`src/rtl/sdrd_rgb_packer.sv`:
```
// rtl/sdrd_rgb_packer.sv - strips the image-file header and packs payload bytes into FIFO-buffered words
module sdrd_rgb_packer #(
  parameter int OUT_W       = 64,
  parameter int DEPTH       = 16,
  parameter int HDR_SKIP    = 54,
  parameter int LITTLE      = 1,
  parameter int HOLD_MARGIN = 4
) (
  input  logic             CLK,
  input  logic             RST_X,
  input  logic             START,
  input  logic [31:0]      FILE_SIZE,
  input  logic             BYTE_VALID,
  input  logic [7:0]       BYTE_DATA,
  output logic             OUT_VALID,
  output logic [OUT_W-1:0] OUT_DATA,
  input  logic             OUT_READY,
  output logic             HOLD,
  output logic             BUSY,
  output logic             DONE,
  output logic             OVERFLOW
);

  localparam int NB = OUT_W / 8;
  localparam int LW = (NB > 1) ? $clog2(NB) : 1;
  localparam int AW = $clog2(DEPTH);
  localparam int CW = AW + 1;
  localparam logic [LW-1:0] LANE_LAST = LW'(NB - 1);
  localparam logic [31:0]   SKIP32    = 32'(HDR_SKIP);
  localparam logic [CW-1:0] DEPTH_C   = CW'(DEPTH);
  localparam logic [CW-1:0] MARGIN_C  = CW'(HOLD_MARGIN);

  typedef enum logic [2:0] {
    S_IDLE,
    S_SKIP,
    S_PACK,
    S_FLUSH,
    S_DONE
  } state_t;

  state_t           state;
  logic [31:0]      fsz;
  logic [31:0]      bcnt;
  logic [31:0]      bcnt_inc;
  logic [LW-1:0]    lane;
  logic [OUT_W-1:0] wbuf;
  logic [OUT_W-1:0] word_ins;
  int               pos;

  logic [OUT_W-1:0] mem [DEPTH];
  logic [AW-1:0]    wptr;
  logic [AW-1:0]    rptr;
  logic [CW-1:0]    count;
  logic [CW-1:0]    count_next;
  logic             push_req;
  logic             push_ok;
  logic             pop;
  logic [OUT_W-1:0] push_data;

  logic             hold_r;
  logic             busy_r;
  logic             done_r;
  logic             ovf_r;

  assign bcnt_inc = bcnt + 32'd1;

  // Partial word with the incoming byte dropped into its lane
  always_comb begin
    pos      = (LITTLE != 0) ? int'(lane) : (NB - 1 - int'(lane));
    word_ins = wbuf;
    word_ins[pos*8 +: 8] = BYTE_DATA;
  end

  // A word is offered to the FIFO when the last lane fills or on the flush cycle
  always_comb begin
    push_req  = 1'b0;
    push_data = word_ins;
    if (!START) begin
      case (state)
        S_PACK: begin
          if (BYTE_VALID && (lane == LANE_LAST)) begin
            push_req = 1'b1;
          end
        end
        S_FLUSH: begin
          push_req  = 1'b1;
          push_data = wbuf;
        end
        default: ;
      endcase
    end
  end

  assign pop        = (count != '0) && OUT_READY;
  assign push_ok    = push_req && ((count != DEPTH_C) || pop);
  assign count_next = count + {{AW{1'b0}}, push_ok} - {{AW{1'b0}}, pop};

  // FIFO storage; unused entries are never read so no reset is needed
  always_ff @(posedge CLK) begin
    if (push_ok) begin
      mem[wptr] <= push_data;
    end
  end

  // FIFO pointers, occupancy, pause request and sticky drop flag
  always_ff @(posedge CLK or negedge RST_X) begin
    if (!RST_X) begin
      wptr   <= '0;
      rptr   <= '0;
      count  <= '0;
      hold_r <= 1'b0;
      ovf_r  <= 1'b0;
    end else begin
      if (push_ok) begin
        wptr <= wptr + AW'(1);
      end
      if (pop) begin
        rptr <= rptr + AW'(1);
      end
      count  <= count_next;
      hold_r <= ((DEPTH_C - count_next) <= MARGIN_C);
      if (START) begin
        ovf_r <= 1'b0;
      end else if (push_req && !push_ok) begin
        ovf_r <= 1'b1;
      end
    end
  end

  // File sequencing: header skip, byte packing, final zero-padded flush
  always_ff @(posedge CLK or negedge RST_X) begin
    if (!RST_X) begin
      state  <= S_IDLE;
      fsz    <= '0;
      bcnt   <= '0;
      lane   <= '0;
      wbuf   <= '0;
      busy_r <= 1'b0;
      done_r <= 1'b0;
    end else if (START) begin
      // Restart from any state; words already queued stay in the FIFO
      fsz  <= FILE_SIZE;
      bcnt <= '0;
      lane <= '0;
      wbuf <= '0;
      if (FILE_SIZE == 32'd0) begin
        state  <= S_DONE;
        busy_r <= 1'b0;
        done_r <= 1'b1;
      end else if (HDR_SKIP == 0) begin
        state  <= S_PACK;
        busy_r <= 1'b1;
        done_r <= 1'b0;
      end else begin
        state  <= S_SKIP;
        busy_r <= 1'b1;
        done_r <= 1'b0;
      end
    end else begin
      case (state)
        S_SKIP: begin
          if (BYTE_VALID) begin
            bcnt <= bcnt_inc;
            // A file no longer than the header ends without any payload
            if ((fsz <= SKIP32) && (bcnt_inc == fsz)) begin
              state  <= S_DONE;
              busy_r <= 1'b0;
              done_r <= 1'b1;
            end else if (bcnt_inc == SKIP32) begin
              state <= S_PACK;
            end
          end
        end
        S_PACK: begin
          if (BYTE_VALID) begin
            bcnt <= bcnt_inc;
            if (lane == LANE_LAST) begin
              lane <= '0;
              wbuf <= '0;
            end else begin
              lane <= lane + LW'(1);
              wbuf <= word_ins;
            end
            if (bcnt_inc == fsz) begin
              if (lane == LANE_LAST) begin
                state  <= S_DONE;
                busy_r <= 1'b0;
                done_r <= 1'b1;
              end else begin
                state <= S_FLUSH;
              end
            end
          end
        end
        S_FLUSH: begin
          // Unfilled lanes are already zero because wbuf clears on every push
          state  <= S_DONE;
          lane   <= '0;
          wbuf   <= '0;
          busy_r <= 1'b0;
          done_r <= 1'b1;
        end
        default: ;
      endcase
    end
  end

  assign OUT_VALID = (count != '0);
  assign OUT_DATA  = OUT_VALID ? mem[rptr] : '0;
  assign HOLD      = hold_r;
  assign BUSY      = busy_r;
  assign DONE      = done_r;
  assign OVERFLOW  = ovf_r;

endmodule

```
`config.mk`:
```
export PLATFORM = sky130hd
export DESIGN_NAME = sdrd_rgb_packer
export DESIGN_NICKNAME = d
export VERILOG_FILES = /design/src/rtl/sdrd_rgb_packer.sv
export SDC_FILE = /design/constraint.sdc
export NUM_CORES = 1
export LEC_CHECK = 0
export ABC_CLOCK_PERIOD_IN_PS = 10020
export BUFFER_PORTS_ARGS = -buffer_cell sky130_fd_sc_hd__buf_2
export CAP_MARGIN = 10
export CORE_MARGIN = 2
export CORE_UTILIZATION = 62
export DETAILED_ROUTE_END_ITERATION = 10
export HOLD_SLACK_MARGIN = 0.05
export PLACE_DENSITY = 0.79
export REMOVE_ABC_BUFFERS = 1
export SYNTH_ARGS = -nofsm -noshare
export SYNTH_HDL_FRONTEND = slang
export SYNTH_SLANG_ARGS = --single-unit
```
`constraint.sdc`:
```
create_clock -name CLK -period 10.02 [get_ports CLK]
set_input_delay 1.002 -clock CLK [delete_from_list [all_inputs] [get_ports CLK]]
set_output_delay 1.002 -clock CLK [all_outputs]
set_load 0.01 [all_outputs]
```
### Word-level counts from Yosys, hierarchy flattened

Memory sizes are Yosys's and may differ from the RTL's.
Index checks and enable logic that the tools add are counted.

* register bits: 151
* RAM bits: 1024
* memories: 1
* bits of input ports: 45

Memories
* mem: depth 16, width 64, read ports 1, clocked after Yosys merged registers in 0, wr ports 1, line 50 `logic [OUT_W-1:0] mem [DEPTH];`

* reduce and logical (&&, ||, !) cells: 19
* magnitude comparators: 2
* equal/unequal tests: 13
* add/sub/neg operators: 8
* muxes and demuxes: 47
* shift-type cells: 2

Operators with widths (count)
* two-way mux 64 bit: 6
* case mux 64 bit (2 select lines): 1
* two-way mux 32 bit: 3
* bitwise mux 64 bit: 1
* variable shift 8 x 33 -> 64 bit, first input constant: 1
* indexed part select 8 x 33 -> 64 bit: 1
* two-way mux 3 bit: 11
* negation 6 -> 33 bit: 1
* adder 32 x 1 -> 32 bit, second input constant: 1
* == test 32 bit: 1
* == test 32 x 6 -> 1 bit, second input constant: 1
* <= comparator 32 x 6 -> 1 bit, second input constant: 1
* zero test 32 bit: 1
* two-way mux 1 bit: 20
* inequality test 3 bit, second input constant: 5
* case mux 3 bit (3 select lines): 1
* adder 4 x 1 -> 4 bit, second input constant: 2
* == test 3 x 2 -> 1 bit, second input constant: 2
* case mux 1 bit (3 select lines): 2
* case mux 3 bit (2 select lines): 1
* AND reduction 6 bit: 1
* nonzero test 2 bit: 3
* adder 5 x 1 -> 5 bit: 1
* <= comparator 5 x 3 -> 1 bit, second input constant: 1
* 17 further kinds: 22

### Longest topological paths before layout

Gate-level depths: netlist of run 1.

* depth after elaboration: 10
* gate-level depth with buffers: 14
* gate-level depth less buffers: 14

### Least setup slack after synthesis of run 1

Ideal clock, no wire load.

* kind: input to register
* from: in START
* to: mem mem[3][0], enable pin
* buffers on the path: 1
* arrival time: 6.507 ns
* setup slack: 2.948 ns
* library setup time: 0.564 ns
* cell stages on the path: 5
* cells stage by stage: clkbuf_1 or3_1 nor2_1 nand2_1 nor3_1

* word-level cells in the longest chain between the ends: 4

RTL lines
* from (decl): line 11 `input logic START,`
* two-way mux 1 bit: line 78 `if (!START) begin`
* logical AND 1 bit: line 95 `assign push_ok = push_req && ((count != DEPTH_C) || pop);`
* two-way mux 1 bit: line 100 `if (push_ok) begin`
* two-way mux 1 bit (not written as such): line 101 `mem[wptr] <= push_data;`
* to (decl): line 50

No other way between the ends.

### Final worst setup path of run 1

* from: reg rptr[1]
* to: out OUT_DATA[46]

* word-level cells in the longest chain between the ends: 2

RTL lines
* from (decl): line 52 `logic [AW-1:0] rptr;`
* from (signal assigned): line 118 `rptr <= rptr + AW'(1);`
* memory (16 x 64 bit)
* two-way mux 64 bit: line 209 `assign OUT_DATA = OUT_VALID ? mem[rptr] : '0;`
* to (decl): line 16 `output logic [OUT_W-1:0] OUT_DATA,`

No other way between the ends.

==> metrics.txt, run 1 <==
synth warn=0; largest net degree at the start of global routing=107; total gr overflow=0; Syn Area/Cell=18.9 µm²; Layout area overhead=12.2%; crit path from=rptr[1]; RD Place Congestion=0.916; Final Setup Violations=0; CP Cell Sequence=buf_4, mux4_2, mux4_2, and2_1, buf_2; vias in the first global route=26.7k; WP data arrival=4.17 ns; Max Clk Rate=~190 MHz; Crit path required time=9.02 ns; Pins Over Slew Limit=0; clk slew on worst S/H paths=~0.06 ns; Max clock buf depth=3; vias per cell=~6.7; Leak=about 20 nW; Post-CTS Hold Buffers=0; worst-path fanout max=76; Synth Flop Type=edfxtp_1; clock root buffer=clkbuf_16; Final Hold Fails=0; Worst-Skew Late Latency=around 0.7 ns; Slowest-stage cell, CP=dfrtp_4; Core Rows=between 100 and 150; fin area=0.0536 mm²; drt wl/cell=around 31 µm; VDD IR max=0.000244 V; Critical R2R Capture=mem[2][10]; most common cell after layout, fill and taps aside=edfxtp_1; Core Box Area=between 0.07 and 0.08 mm²; DP Cell Count=3601; critical path class=flip-flop to primary output; Nets=2750; CP endpoint kind=primary output; Die Y=about 280 µm; worst-margin pin slew=1.24 ns; Fill cells=around 4.5k; Hold Path Class=input port to async pin; layout cells sized above 1=between 20% and 30%; IO Port Bufs=roughly 110; Startpoint Class=flip-flop; CTS tree=built; Mapped Cells=2526; reg2reg start=lane[0]; count of cell types in the netlist=70; Post-synth ARST share=about an eighth; DIE WIDTH=282 µm; DIE AREA=0.0793 mm²; Total GRT Usage=30.1%; TritonCTS buffer count=111; max-cap viol count=0; critical path's most frequent cell=mux4_2; total number of vias=between 20k and 30k; router iterations before antenna repair=6; RSZ-0062 raised after global routing=no; worst stage delay on the critical path=1.02 ns; number of flops mapped to enable cells by yosys=1024; CTS resizes=0; remaining antenna violation count after routing=0; fin crit period=~5.2 ns; Detailed Route WL=116 mm; power per cell area=231 mW/mm²; Worst Setup EP=OUT_DATA[46]; global-route wire length before repair=173 mm; Ports=114; Worst Reg-to-Reg Cells=9; Final Cycle Share=between 50% and 60%; register bit total from synthesis=1175; DP Wirelength=61.2 mm; initial core utilization=62.8%; initial antenna violation count=9; Layout Cells excl Fill=3815; Seq/Total Area, Yosys=72.3%; H-tree depth=3; outcome=completed; FF-to-FF setup slack=about 5.3 ns; setup repair bufs after CTS=0; Iteration-0 DRC Markers=3304; Worst slew margin=between 15 and 20%; Synth Cell Area=0.0478 mm²; # clock sinks=1175; most frequent cells in the layout=1024 x edfxtp_1, 320 x mux4_2, 178 x nand2_1; Worst Skew=0.0366 ns; placed instance area=~0.05 mm²; Remaining DRCs=0
## critical path, delay by kind of cell, from the launching register on
family	cells	cell delay [ns]
buffers and inverters	2	1.18
flip-flops	1	1.02
multiplexers	2	0.97
AND/OR/NAND/NOR	1	0.22
## power breakdown
part,switching [mW],total [mW],leakage (nW),internal (mW)
logic,1.25,2.38,4.71,1.13
clock network,1.84,4.32,1.84,2.48
registers,0.263,5.66,13.2,5.40
total,3.36,12.4,19.7,9.00
## layer usage
| metal | share of wire, % | global-route usage, % | wire length (µm) | vias to the layer above |
|---|---|---|---|---|
| met1 | 35 | 39.2 | 41200 | 13300 |
| met3 | 9.2 | 5.69 | 10700 | 308 |
| li1 | - | - | - | 10500 |
| met2 | 52 | 51.5 | 60300 | 1622 |
| met4 | 3.6 | 10.8 | 4200 | 12 |
| met5 | 0.053 | 0 | 62 | - |
## how the worst min path moves through the flow
stage | slack (ns) | cells after the start | from | end
CTS | 0.36 | 1 | RST_X | fsz[27]
detailed placement | 0.47 | 2 | wbuf[30] | wbuf[30]
finish | 0.35 | 1 | RST_X | fsz[28]
global placement | 0.46 | 2 | wbuf[62] | wbuf[62]
global route | 0.41 | 1 | RST_X | fsz[18]
floorplan | 0.45 | 2 | wbuf[10] | wbuf[10]
## cell usage after synthesis (all sizes together) (6+ instances only)
master	number	area [µm²]
nor2	75	282
dfrtp	151	3780
buf	46	195
nand4	28	175
xnor2	45	394
mux2	50	563
and2	75	469
mux4	320	7210
o21ai	115	576
a32o	16	160
nand2b	7	43.8
clkbuf	101	380
and3	8	50.1
or4	7	52.6
a21oi	28	140
a22o	19	166
inv	17	63.8
or3	13	86.3
ha	18	225
nand3	30	155
xor2	34	298
nor3	20	105
nor4	30	224
mux2i	6	60.1
edfxtp	1024	30700
nand2	179	674
## logic make-up after synthesis
group                      count (synthesis)  share of synthesized area, %
buffers and inverters                    166                          1.35
adders and majority gates                 19                         0.513
AOI/OAI and AO/OA                        218                          2.84
and+or+nand+nor                          493                          5.18
muxes                                    376                          16.4
xor gates and xnor gates                  79                          1.45
DFF                                     1175                          72.3
## state kept, by name (all words and copies together) (netlist names), 3 cells and up
| register | flops |
|---|---|
| mem | 1024 |
| wbuf | 64 |
| bcnt | 32 |
| fsz | 32 |
| count | 5 |
| rptr | 4 |
| wptr | 4 |
| lane | 3 |
| state | 3 |
## layout make-up
class | count | area, µm² | area share [%]
repair buffers | 194 | 1200 | 2.24
multi-input cells | 1185 | 12700 | 23.7
clock inverters | 70 | 836 | 1.56
inverters | 19 | 71.3 | 0.133
flip-flops and latches | 1175 | 34500 | 64.5
diodes | 2 | 5.00 | 0.00934
clock buffers | 140 | 2930 | 5.46
well taps | 1030 | 1290 | 2.41
## metrics by stage
stage          setup slack, ns  setup TNS, ns  hold slack (ns)  total power, mW  utilization, %
2_1_floorplan            -2.05        -132.81            0.450             7.82               -
3_3_place_gp              5.35              0            0.461             8.07            65.5
3_5_place_dp              5.23              0            0.472             8.13            65.5
4_1_cts                   4.77              0            0.362             12.4            70.4
5_1_grt                   4.65              0            0.414             12.7            70.4
6_report                  4.85              0            0.349             12.4            70.4
Power figures use the tool's default switching activity.
==> run 2, diff against run 1 <==
- ABC_AREA: default -> 1
- ABC_CLOCK_PERIOD_IN_PS: 10020 -> 5200
- clock period: 10.02 -> 5.2 ns (I/O delays scaled with it)
==> run 2 against run 1 <==
  * Global-route usage increased by 0.68 points
  * Clock skew decreased by 0.0024 ns
  * First-iteration DRC count increased by 43%
  * Setup slack got worse by 4.0 ns
  * Clock power increased by 80%
  * Area after synthesis increased by 1.7%
  * Flip-flop and latch count unchanged
  * Synthesized cell count increased by 61%
  * Die area increased by 1.7%
  * Sequential power increased by 98%
  * Critical path type unchanged
  * Largest cell class unchanged
  * Largest power group unchanged
  * Highest routed layer unchanged
==> metrics.txt, run 2 <==
worst path bufs/invs=3; DP Cell Count=5085; worst-margin pin slew=1.23 ns; HP Start=FILE_SIZE[3]; DIE WIDTH=284 µm; Crit path required time=4.68 ns; outcome=completed; Critical R2R Capture=mem[8][0]; CTS tree=built; Final Setup Violations=0; synth top area cells=edfxtp_1 63%, dfrtp_1 7.8%, o21ai_0 7.4%, nor2_1 4.7%, nand2_1 3.4%; wl on met1=between 40 and 50 mm; max reg flops=1024; number of flops mapped to enable cells by yosys=1024; layout cells sized above 1=about 10%; CP endpoint kind=primary output; most frequent cells in the layout=1024 x edfxtp_1, 717 x o21ai_0, 592 x nor2_1; vias per cell=6.45; Final Cycle Share=84.5%; RD Place Congestion=roughly 0.93; Detailed Route WL=126 mm; total gr overflow=0; WP data arrival=a little under 4 ns; IO Port Bufs=113; Synth Cell Area=0.0486 mm²; Worst slew margin=about 18%; Leak=18.6 nW; clk slew on worst S/H paths=0.06 ns; reg2reg start=count[3]; drt wl/cell=23.7 µm; Ports=114; largest net degree at the start of global routing=241; routed wl met3=between 10 and 15 mm; H-tree depth=3; DIE AREA=0.0806 mm²; Post-synth ARST share=12.9%; Worst Reg-to-Reg Cells=14; worst-path fanout max=51; router iterations before antenna repair=6; initial antenna violation count=8; power per cell area=508 mW/mm²; clock root buffer=clkbuf_16; RSZ-0062 raised after global routing=no; Total GRT Usage=30.8%; hold depth=3; synth warn=0; delay-heaviest family, CP=buffers and inverters; Iteration-0 DRC Markers=4737; Max Clk Rate=228 MHz; Largest Register=mem; Syn Area/Cell=11.9 µm²; fin crit period=around 4.4 ns; vias in the first global route=33.2k; Mapped Cells=4077; Worst Hold Endpoint=fsz[3]; max-cap viol count=0; most common cell in the netlist=edfxtp_1; setup TNS=0 ns; register bit total from synthesis=about 1.2k; global-route wire length before repair=approximately 190 mm; worst stage delay on the critical path=0.92 ns; met2 wire len=approximately 60 mm; top cells by count, synth=1024 x edfxtp_1, 719 x o21ai_0, 610 x nor2_1; Core Box Area=between 0.07 and 0.08 mm²; Final Hold Fails=0; FF-to-FF setup slack=about 1.7 ns; initial core utilization=a little over three fifths; most common cell after layout, fill and taps aside=edfxtp_1; Slowest-stage cell, CP=dfrtp_4; remaining antenna violation count after routing=0; # clock sinks=1175; Synth Flop Type=edfxtp_1; Worst Skew=0.0341 ns; CP Cell Sequence=clkinv_2, buf_4, o221ai_1, nand3_1, a21oi_1, buf_2; Max clock buf depth=3; Nets=around 4.2k; top-area cell type share of the netlist area=63.3%; DP Wirelength=65.9 mm; Fill cells=between 5k and 6k; Core Rows=a little over 100; fin area=0.0545 mm²; Worst-Skew Late Latency=0.70 ns; Seq/Total Area, Yosys=71.1%; Die Y=284 µm; Layout Cells excl Fill=5309; DR top layer=met5; Layout area overhead=12.1%; TritonCTS buffer count=~110; Startpoint Class=flip-flop; Pins Over Slew Limit=0; total number of vias=34.2k; placed instance area=0.0509 mm²; critical path class=flip-flop to primary output; count of cell types in the netlist=37; CTS resizes=0; Hold Path Class=input port to flip-flop; Remaining DRCs=0; VDD IR max=0.000617 V; Top Registers=mem x1024, wbuf x64; Yosys top cell by area=edfxtp_1
-- run 2: how the worst max path moves through the flow --
stage / slack (ns) / depth (start not counted) / end / startpoint
floorplan: -12.44 / 5 / OUT_DATA[0] / rptr[0]
global placement: 1.54 / 6 / OUT_DATA[32] / rptr[2]
detailed placement: 1.54 / 6 / OUT_DATA[63] / rptr[2]
CTS: 0.85 / 6 / OUT_DATA[57] / rptr[2]
global route: 0.75 / 6 / OUT_DATA[47] / rptr[2]
finish: 0.81 / 6 / OUT_DATA[63] / rptr[2]
-- run 2: tightest hold or removal path, stage by stage --
cell     delay [ns]
buf_2          0.09
nand2_1        0.04
o21ai_0        0.06
-- run 2: power by group --
part           switching [mW]  internal [mW]  leakage (nW)
Sequential              0.414           10.8          11.4
Clock                    3.43           4.35          1.69
Combinational            6.09           2.60          5.50
Total                    9.93           17.8          18.6
-- run 2: layout make-up --
class	instances	area [µm²]	share of cell area (%)
antenna	2	5.00	0.00919
clock buffer	156	3060	5.62
clock inverter	53	425	0.781
inverter	161	621	1.14
multi-input combinational	2471	12600	23.1
sequential	1175	34500	63.4
tap	1040	1300	2.39
timing repair buffer	251	1930	3.54
-- run 2: through the flow --
stage	total power [mW]	worst slack (ns)	utilization (%)	hold slack [ns]
2_1_floorplan	16.3	-12.44	-	0.224
3_3_place_gp	19.6	1.54	65.7	0.455
3_5_place_dp	19.9	1.54	65.7	0.462
4_1_cts	27.6	0.847	70.3	0.0510
5_1_grt	28.8	0.746	70.3	0.0792
6_report	27.7	0.806	70.3	0.0681
-- run 2: logic make-up after synthesis --
group / synth area share (%)
AND/OR/NAND/NOR: 10.5
AO/OA/AOI/OAI: 14.4
flip-flops: 71.1
buffers and inverters: 3.33
adder cells (fa/ha/maj): 0.505
XOR/XNOR: 0.216
multiplexers: 0.0206
-- run 2: per-layer routing --
layer  vias up  track usage (%)
li1      15200                -
met1     16600             41.9
met2      2096             50.8
met3       280             5.22
met4         4             10.6
met5         -                0
-- run 2: repair_timing --
action                                 CTS  global route
buffers inserted                         0             0
setup endpoints to repair                0             0
endpoints found under the hold margin  105             0
hold buffers                            13             0
